**src/rtl/ps2_pkg.sv**
```systemverilog
// rtl/ps2_pkg.sv - shared constants and types for the PS/2 key tracker
package ps2_pkg;

  localparam logic [7:0] PS2_BREAK = 8'hF0;
  localparam logic [7:0] PS2_EXT   = 8'hE0;

  typedef enum logic [1:0] {IDLE, SHIFT, CHECK} frame_state_t;

  typedef struct packed {
    logic       valid;
    logic       ext;
    logic [7:0] code;
  } held_entry_t;

endpackage

```
**src/rtl/ps2_frame_rx.sv**
```systemverilog
// rtl/ps2_frame_rx.sv - PS/2 synchroniser, clock glitch filter and 11-bit frame receiver
module ps2_frame_rx
  import ps2_pkg::*;
#(
  parameter int SYNC_STAGES    = 2,
  parameter int FILTER_LEN     = 4,
  parameter int TIMEOUT_CYCLES = 50000
) (
  input  logic       clk,
  input  logic       resetN,
  input  logic       PS2C,
  input  logic       PS2D,
  output logic       byte_valid,
  output logic [7:0] byte_data,
  output logic       byte_err,
  output logic       timeout_err
);

  localparam int FW = $clog2(FILTER_LEN + 1);
  localparam int TW = $clog2(TIMEOUT_CYCLES + 1);

  logic [SYNC_STAGES-1:0] sync_c, sync_d;
  logic                   c_s, d_s, c_filt, change, fall;
  logic [FW-1:0]          flt_cnt;

  frame_state_t state, next_state;
  logic [10:0]  bits;
  logic [3:0]   bit_idx;
  logic [TW-1:0] idle_cnt;
  logic         idle_hit, frame_ok;

  assign c_s    = sync_c[SYNC_STAGES-1];
  assign d_s    = sync_d[SYNC_STAGES-1];
  // The filtered level flips on the FILTER_LEN-th consecutive differing sample.
  assign change = (c_s != c_filt) && (flt_cnt == FW'(FILTER_LEN - 1));
  assign fall   = change && c_filt;

  always_ff @(posedge clk) begin
    if (!resetN) begin
      sync_c  <= '1;
      sync_d  <= '1;
      c_filt  <= 1'b1;
      flt_cnt <= '0;
    end else begin
      sync_c <= {sync_c[SYNC_STAGES-2:0], PS2C};
      sync_d <= {sync_d[SYNC_STAGES-2:0], PS2D};
      if (c_s == c_filt) begin
        flt_cnt <= '0;
      end else if (change) begin
        c_filt  <= c_s;
        flt_cnt <= '0;
      end else begin
        flt_cnt <= flt_cnt + 1'b1;
      end
    end
  end

  assign idle_hit = (idle_cnt == TW'(TIMEOUT_CYCLES - 1));

  always_ff @(posedge clk) begin
    if (!resetN) state <= IDLE;
    else         state <= next_state;
  end

  always_comb begin
    next_state = state;
    case (state)
      IDLE:    if (fall && !d_s) next_state = SHIFT;
      SHIFT: begin
        if (fall && bit_idx == 4'd10) next_state = CHECK;
        else if (!fall && idle_hit)   next_state = IDLE;
      end
      CHECK:   next_state = IDLE;
      default: next_state = IDLE;
    endcase
  end

  always_ff @(posedge clk) begin
    if (!resetN) begin
      bits     <= '0;
      bit_idx  <= '0;
      idle_cnt <= '0;
    end else begin
      case (state)
        IDLE: begin
          idle_cnt <= '0;
          if (fall && !d_s) begin
            bits[0] <= 1'b0;
            bit_idx <= 4'd1;
          end
        end
        SHIFT: begin
          if (fall) begin
            bits[bit_idx] <= d_s;
            bit_idx       <= bit_idx + 4'd1;
            idle_cnt      <= '0;
          end else begin
            idle_cnt <= idle_cnt + 1'b1;
          end
        end
        default: idle_cnt <= '0;
      endcase
    end
  end

  assign frame_ok  = !bits[0] && bits[10] && (^bits[9:1]);
  assign byte_data = bits[8:1];

  always_comb begin
    byte_valid  = 1'b0;
    byte_err    = 1'b0;
    timeout_err = 1'b0;
    case (state)
      CHECK: begin
        byte_valid = frame_ok;
        byte_err   = !frame_ok;
      end
      SHIFT:   timeout_err = !fall && idle_hit;
      default: ;
    endcase
  end

endmodule

```
**src/rtl/ps2_key_tracker.sv**
```systemverilog
// rtl/ps2_key_tracker.sv - PS/2 prefix decoder with held-key table and query port
module ps2_key_tracker
  import ps2_pkg::*;
#(
  parameter int SYNC_STAGES    = 2,
  parameter int FILTER_LEN     = 4,
  parameter int TIMEOUT_CYCLES = 50000,
  parameter int MAX_HELD       = 4
) (
  input  logic                          clk,
  input  logic                          resetN,
  input  logic                          PS2C,
  input  logic                          PS2D,
  output logic                          ev_valid,
  output logic [7:0]                    ev_code,
  output logic                          ev_ext,
  output logic                          ev_break,
  output logic                          ev_repeat,
  input  logic [7:0]                    query_code,
  input  logic                          query_ext,
  output logic                          query_held,
  output logic [$clog2(MAX_HELD+1)-1:0] held_count,
  output logic                          err_parity,
  output logic                          err_timeout,
  output logic                          held_ovf
);

  localparam int CW = $clog2(MAX_HELD + 1);

  logic       byte_valid, byte_err, timeout_err;
  logic [7:0] byte_data;
  logic       ext_pend, brk_pend;

  held_entry_t          tbl [MAX_HELD];
  logic [MAX_HELD-1:0]  byte_hit_v, ev_hit_v, q_hit_v, free_sel;
  logic                 found_free, full, ev_hit;

  ps2_frame_rx #(
    .SYNC_STAGES   (SYNC_STAGES),
    .FILTER_LEN    (FILTER_LEN),
    .TIMEOUT_CYCLES(TIMEOUT_CYCLES)
  ) u_rx (
    .clk        (clk),
    .resetN     (resetN),
    .PS2C       (PS2C),
    .PS2D       (PS2D),
    .byte_valid (byte_valid),
    .byte_data  (byte_data),
    .byte_err   (byte_err),
    .timeout_err(timeout_err)
  );

  always_comb begin
    byte_hit_v = '0;
    ev_hit_v   = '0;
    q_hit_v    = '0;
    free_sel   = '0;
    found_free = 1'b0;
    held_count = '0;
    for (int i = 0; i < MAX_HELD; i++) begin
      byte_hit_v[i] = tbl[i].valid && tbl[i].code == byte_data  && tbl[i].ext == ext_pend;
      ev_hit_v[i]   = tbl[i].valid && tbl[i].code == ev_code    && tbl[i].ext == ev_ext;
      q_hit_v[i]    = tbl[i].valid && tbl[i].code == query_code && tbl[i].ext == query_ext;
      if (!tbl[i].valid && !found_free) begin
        free_sel[i] = 1'b1;
        found_free  = 1'b1;
      end
      held_count = held_count + CW'(tbl[i].valid);
    end
  end

  assign full       = !found_free;
  assign ev_hit     = |ev_hit_v;
  assign query_held = |q_hit_v;

  // Prefix bytes only arm flags; the terminal byte carries them into one event.
  always_ff @(posedge clk) begin
    if (!resetN) begin
      ev_valid    <= 1'b0;
      ev_code     <= '0;
      ev_ext      <= 1'b0;
      ev_break    <= 1'b0;
      ev_repeat   <= 1'b0;
      ext_pend    <= 1'b0;
      brk_pend    <= 1'b0;
      err_parity  <= 1'b0;
      err_timeout <= 1'b0;
    end else begin
      ev_valid    <= 1'b0;
      err_parity  <= byte_err;
      err_timeout <= timeout_err;
      if (byte_err || timeout_err) begin
        ext_pend <= 1'b0;
        brk_pend <= 1'b0;
      end else if (byte_valid) begin
        if (byte_data == PS2_EXT) begin
          ext_pend <= 1'b1;
        end else if (byte_data == PS2_BREAK) begin
          brk_pend <= 1'b1;
        end else begin
          ev_valid  <= 1'b1;
          ev_code   <= byte_data;
          ev_ext    <= ext_pend;
          ev_break  <= brk_pend;
          ev_repeat <= !brk_pend && (|byte_hit_v);
          ext_pend  <= 1'b0;
          brk_pend  <= 1'b0;
        end
      end
    end
  end

  always_ff @(posedge clk) begin
    if (!resetN) begin
      for (int i = 0; i < MAX_HELD; i++) tbl[i] <= '0;
      held_ovf <= 1'b0;
    end else begin
      if (ev_valid) begin
        for (int i = 0; i < MAX_HELD; i++) begin
          if (!ev_break && !ev_hit && free_sel[i])
            tbl[i] <= {1'b1, ev_ext, ev_code};
          else if (ev_break && ev_hit_v[i])
            tbl[i].valid <= 1'b0;
        end
      end
      if (ev_valid && !ev_break && !ev_hit && full)
        held_ovf <= 1'b1;
      else if (held_count == '0)
        held_ovf <= 1'b0;
    end
  end

endmodule
```
**config.mk**
```make
export PLATFORM = sky130hd
export DESIGN_NAME = ps2_key_tracker
export DESIGN_NICKNAME = d
export VERILOG_FILES = /design/src/rtl/ps2_pkg.sv /design/src/rtl/ps2_frame_rx.sv /design/src/rtl/ps2_key_tracker.sv
export SDC_FILE = /design/constraint.sdc
export NUM_CORES = 1
export LEC_CHECK = 0
export BUFFER_PORTS_ARGS = -buffer_cell sky130_fd_sc_hd__buf_2
export CORE_ASPECT_RATIO = 0.6
export CORE_MARGIN = 3
export CORE_UTILIZATION = 48
export CTS_CLUSTER_SIZE = 30
export DETAILED_ROUTE_END_ITERATION = 10
export PLACE_DENSITY_LB_ADDON = 0.08
export SYNTH_ARGS = -nofsm -noshare
export SYNTH_HDL_FRONTEND = slang
export SYNTH_HIERARCHICAL = 1
export SYNTH_SLANG_ARGS = --single-unit
```
**constraint.sdc**
```tcl
create_clock -name clk -period 3.1 [get_ports clk]
set_input_delay 0.62 -clock clk [delete_from_list [all_inputs] [get_ports clk]]
set_output_delay 0.62 -clock clk [all_outputs]
set_load 0.01 [all_outputs]
```
==> flow_summary.ini, run 1 <==
[worst_setup_path]
cp-end-kind = flip-flop
r2r_cells = 7
r2r_start = ev_ext$_SDFFE_PN0P_
crit_start = ev_ext$_SDFFE_PN0P_
crit_cells = 7
critPathBufInv = 2
cp.arrival_ps = 2730
cp-start-kind = flip-flop
path_max_fanout = 49
path_cells = xnor2_1 -> nand4_1 -> nor3_1 -> or4b_2 -> buf_12 -> o31ai_1 -> buf_4
worstSetupPathType = flip-flop to flip-flop
required_ps = 3150
crit_family = simple AND/OR/NAND/NOR gates
cpMaxStageDelayCell = or4b_2
r2r_slack_ps = 420
cpPeakStageDelay_ps = 690
crit_end = tbl[1][3]$_SDFFCE_PN0P_
rr_endpoint = tbl[1][3]$_SDFFCE_PN0P_

[sta]
fin_skew_ps = 6.09
finalCritPeriodShare_pct = 86.4
hold_viol = 0
period_minus_slack_ps = 2680
setup_viol = 0
finalSetupTns_ps = 0
fmax_ghz = 0.373
slew_viol_final = 0
tightest_slew_ps = 627
relSlewSlack_pct = 58.1
rsz0062_at_grt = no

[final_layout]
final_nets = 624
antenna_cells = 0
area_growth_syn_to_layout_pct = 10.0
nFillCells = 1068
drive_gt1_share_pct = 16.2

[synthesis]
synth_top_family_by_area = simple AND/OR/NAND/NOR gates
syn_area_sq_um = 5770
synth_fp_nets = 609
ys_ff_latch = 98
synth-edff-count = 40
synth-compound-area-share_pct = 4.51
synthFlopType = dfxtp_1
synthSimpleGateAreaFrac_pct = 23.4
yosysSeqAreaShare_pct = 40.9
synthAdderAreaFrac_pct = 2.30
synth_cell_types = 52
avgSynthCellArea_sq_um = 9.85
syn_inst = 586
synthArstFlopShare_pct = 0
yosys.area_share.xor_xnor_pct = 19.7
yosys_warnings = 6
synthMuxAreaShare_pct = 3.12

[pwr]
fin_total_pwr_mw = 2.68
p_leak_nw = 2.45
ir_drop_mv = 0.269
power_density_nw_per_um2 = 422

[detailed_routing]
drt-vias-per-instance = 5.82
ant_nets = 0
drt-initial-drc-count = 459
route.detailed.drc = 0
wl_per_cell_um = 21.3
vias = 4456
firstDrtPassIters = 6
drt-total-wl_mm = 16.3

[floorplanning]
dieHeight_um = 90.9
rows = 30
pin_count = 32
dieArea_sq_um = 13400
core_sq_um = 11500
die_w_um = 148
start_util_pct = 50.1

[cts]
cts_resized = 0
clk_pin_slew_worst_paths_ps = 70
clock_latency_ps = 340
cts_setup_buffers = 0
cts-root-buf = clkbuf_16
cts_buffers = 9
cts_buffer_depth = 2
cts_hold_buf = 0
cts_tree = yes
ctsHtreeMaxLevel = 3
cts_sinks = 98

[global_route]
grt_max_degree = 50
grt_usage_pct = 24.3
antenna_found_initial = 0
grt_pass1_wl_mm = 25.0
grt_pass1_vias = 4073
gr-total-overflow = 0

[flow_run]
maxCapViolCount = 0

[worst_hold_path]
hp-class = flip-flop to flip-flop

[placed_design]
dp.final_hpwl_mm = 12.3
port_buffers = 31
globalplace.congestion = 0.973

[outcome]
status = finished clean
==> kinds of logic (layout without fill, tap and decap cells) <==
kind of cell	count (synthesis)	after routing
simple gates	227	227
compound gates	36	36
fa+ha+maj	10	10
flops	98	98
mux	18	18
buf+inv	69	89
xor+xnor	128	128
==> cell usage after synthesis (14+ instances only) <==
cell type,instances,area [sq um]
buf_4,16,120
clkbuf_1,23,86.3
dfxtp_1,58,1160
edfxtp_1,40,1200
inv_1,14,52.6
mux2i_1,18,180
nand2_1,33,124
nand3_1,18,90.1
nand4_1,30,188
nor2_1,34,128
nor2b_1,16,100
nor4_1,37,231
xnor2_1,33,289
xor2_1,94,823
==> how the worst min path moves through the flow <==
stage	from	to	slack, ps	depth (start not counted)
6_report	u_rx/flt_cnt[0]$_SDFF_PP0_	u_rx/flt_cnt[0]$_SDFF_PP0_	420	1
3_3_place_gp	u_rx/sync_d[0]$_SDFF_PN1_	u_rx/sync_d[1]$_SDFF_PN1_	400	1
2_1_floorplan	u_rx/sync_c[0]$_SDFF_PN1_	u_rx/sync_c[1]$_SDFF_PN1_	390	1
5_1_grt	u_rx/flt_cnt[0]$_SDFF_PP0_	u_rx/flt_cnt[0]$_SDFF_PP0_	450	1
4_1_cts	u_rx/flt_cnt[0]$_SDFF_PP0_	u_rx/flt_cnt[0]$_SDFF_PP0_	430	1
3_5_place_dp	u_rx/sync_c[0]$_SDFF_PN1_	u_rx/sync_c[1]$_SDFF_PN1_	410	1
==> per-layer routing <==
| layer | routed length [um] | up-vias | GRT usage (%) |
|---|---|---|---|
| li1 | - | 2084 | - |
| met3 | 1920 | 14 | 8.08 |
| met5 | 53 | - | 3.08 |
| met1 | 8360 | 2135 | 41.0 |
| met4 | 115 | 2 | 3.64 |
| met2 | 5830 | 221 | 28.9 |
==> where the power goes <==
group	internal, mW	switching, mW
Combinational	0.0734	0.102
Clock	0.562	0.524
Sequential	1.37	0.0542
==> metrics by stage <==
stage | util, % | instances | cell area (sq um) | hold WS, ps | worst slack, ps
2_1_floorplan | - | 586 | 5770 | 386 | 355
3_3_place_gp | 52.6 | 750 | 6070 | 396 | 454
3_5_place_dp | 52.6 | 750 | 6070 | 410 | 482
4_1_cts | 55.1 | 766 | 6350 | 433 | 448
5_1_grt | 55.1 | 766 | 6350 | 453 | 317
6_report | 55.1 | 766 | 6350 | 424 | 422
==> cell usage in the layout, fill, tap and decap left out, drive strengths merged, types with 21 or more instances in the layout <==
master,Yosys,layout
edfxtp,40,40
nor2,34,34
nand2,33,33
nand4,31,31
xnor2,33,33
nor4,37,37
buf,31,59
dfxtp,58,58
nor3,21,21
xor2,94,94
==> state kept, by name, indices dropped and copies added (netlist names), 2 cells and up <==
name           count
ev_code            8
tbl               40
u_rx/bit_idx       4
u_rx/bits         11
u_rx/flt_cnt       3
u_rx/idle_cnt     16
u_rx/state         2
u_rx/sync_c        2
u_rx/sync_d        2
==> area by class of cell <==
| type | instances | area [sq um] | area share [%] |
|---|---|---|---|
| inverter | 14 | 52.6 | 0.827 |
| clock inverter | 7 | 58.8 | 0.926 |
| clock buffer | 9 | 225 | 3.55 |
| tap | 160 | 200 | 3.15 |
| sequential | 98 | 2360 | 37.2 |
| multi-input combinational | 419 | 3060 | 48.2 |
| timing repair buffer | 59 | 390 | 6.15 |
(Power assumes the default switching activity.)
==> inputs of run 2 (changes only) <==
BUFFER_PORTS_ARGS = unset   (was -buffer_cell sky130_fd_sc_hd__buf_2)
DONT_BUFFER_PORTS = 1   (was unset)
==> flow_summary.ini, run 2 (same netlist as run 1, synthesis figures left out) <==
[cts]
cts-root-buf = clkbuf_16
ctsHtreeMaxLevel = 3
cts_hold_buf = 0
cts_buffers = 9
cts_buffer_depth = 2
cts_setup_buffers = 0
cts_resized = 0
cts_tree = yes
clk_pin_slew_worst_paths_ps = 70
cts_sinks = 98
clock_latency_ps = 340

[sta]
fmax_ghz = 0.350
rsz0062_at_grt = no
slew_viol_final = 0
tightest_slew_ps = 657
fin_skew_ps = 8.76
period_minus_slack_ps = 2850
setup_viol = 0
hold_viol = 0
finalCritPeriodShare_pct = 92.1
relSlewSlack_pct = 56.2
finalSetupTns_ps = 0

[detailed_routing]
ant_nets = 0
route.detailed.drc = 0
drt-total-wl_mm = 16.2
vias = 4388
drt-initial-drc-count = 492
firstDrtPassIters = 5
wl_per_cell_um = 21.8
drt-vias-per-instance = 5.91

[worst_setup_path]
crit_path_frequent_cell = nor4_1
worstSetupPathType = flip-flop to flip-flop
crit_cells = 7
crit_family = simple AND/OR/NAND/NOR gates
r2r_cells = 7
rr_endpoint = tbl[0][5]$_SDFFCE_PN0P_
critPathBufInv = 2
cpPeakStageDelay_ps = 620
path_cells = buf_4 -> xor2_1 -> nor4_1 -> nand4_1 -> nand3_2 -> buf_12 -> nor4_1
cp-start-kind = flip-flop
cp.arrival_ps = 2940
r2r_start = ev_code[6]$_SDFFE_PN0P_
r2r_slack_ps = 250
cpMaxStageDelayCell = dfxtp_1
cp-end-kind = flip-flop
required_ps = 3190
crit_start = ev_code[6]$_SDFFE_PN0P_
crit_end = tbl[0][5]$_SDFFCE_PN0P_
path_max_fanout = 21

[final_layout]
area_growth_syn_to_layout_pct = 8.67
final_cells = 743
top_regs = tbl x40, u_rx/idle_cnt x16, u_rx/bits x11
drive_gt1_share_pct = 12.7
postLayoutCellArea_sq_um = 6270
largest_reg_flops = 40
nFillCells = 1069
final_nets = 601
antenna_cells = 0
final_common_cell = xor2_1
largest_register = tbl
layout_common_cells = 94 x xor2_1, 58 x dfxtp_1, 40 x edfxtp_1

[placed_design]
dpl.cell_count = 727
port_buffers = 0
dp.final_hpwl_mm = 12.0
place_area_sq_um = 5960
globalplace.congestion = 0.916

[pwr]
ir_drop_mv = 0.353
p_leak_nw = 2.34
fin_total_pwr_mw = 2.71
power_density_nw_per_um2 = 432

[global_route]
gr-total-overflow = 0
grt_pass1_vias = 4081
grt_max_degree = 37
grt_pass1_wl_mm = 24.6
grt_usage_pct = 24.4
antenna_found_initial = 0

[outcome]
status = finished clean

[floorplanning]
core_sq_um = 11500
pin_count = 32
dieHeight_um = 90.9
dieArea_sq_um = 13400
start_util_pct = 50.1
die_w_um = 148
rows = 30

[flow_run]
maxCapViolCount = 0

[worst_hold_path]
hp-class = input pin to flip-flop
==> run 2: worst min-delay path by stage <==
stage / cells after the start / end / startpoint
2_1_floorplan: 1 / u_rx/sync_c[1]$_SDFF_PN1_ / u_rx/sync_c[0]$_SDFF_PN1_
3_3_place_gp: 1 / u_rx/sync_d[1]$_SDFF_PN1_ / u_rx/sync_d[0]$_SDFF_PN1_
3_5_place_dp: 1 / u_rx/sync_d[1]$_SDFF_PN1_ / u_rx/sync_d[0]$_SDFF_PN1_
4_1_cts: 1 / u_rx/c_filt$_SDFFE_PN1P_ / resetN
5_1_grt: 1 / u_rx/c_filt$_SDFFE_PN1P_ / resetN
6_report: 1 / u_rx/c_filt$_SDFFE_PN1P_ / resetN
==> run 2: layout make-up <==
type	instances	area, sq um	area share, %
well taps	160	200	3.19
multi-input cells	419	3060	48.8
inverters	14	52.6	0.838
clock inverters	5	37.5	0.598
repair buffers	36	283	4.51
flip-flops and latches	98	2360	37.7
clock buffers	11	275	4.39
==> run 2: where the power goes <==
part	internal [mW]	leakage, nW	switching [mW]
logic	0.0652	1.34	0.0768
clock network	0.649	0.151	0.509
registers	1.37	0.857	0.0454
total	2.08	2.34	0.631
==> run 2: per-stage QoR <==
stage          utilization (%)  setup slack (ps)  hold slack, ps
6_report                  54.4               246             350
5_1_grt                   54.4              86.2             329
4_1_cts                   54.4               355             332
3_5_place_dp              51.7               375             392
3_3_place_gp              51.7               436             397
2_1_floorplan                -               355             386
==> run 2: per-layer routing <==
metal,part of all wire [%],vias to the layer above,GRT usage (%)
met5,0,-,0
met4,1.4,0,5.81
met3,11,23,5.79
met2,38,203,31.3
met1,50,2125,39.9
li1,-,2037,-
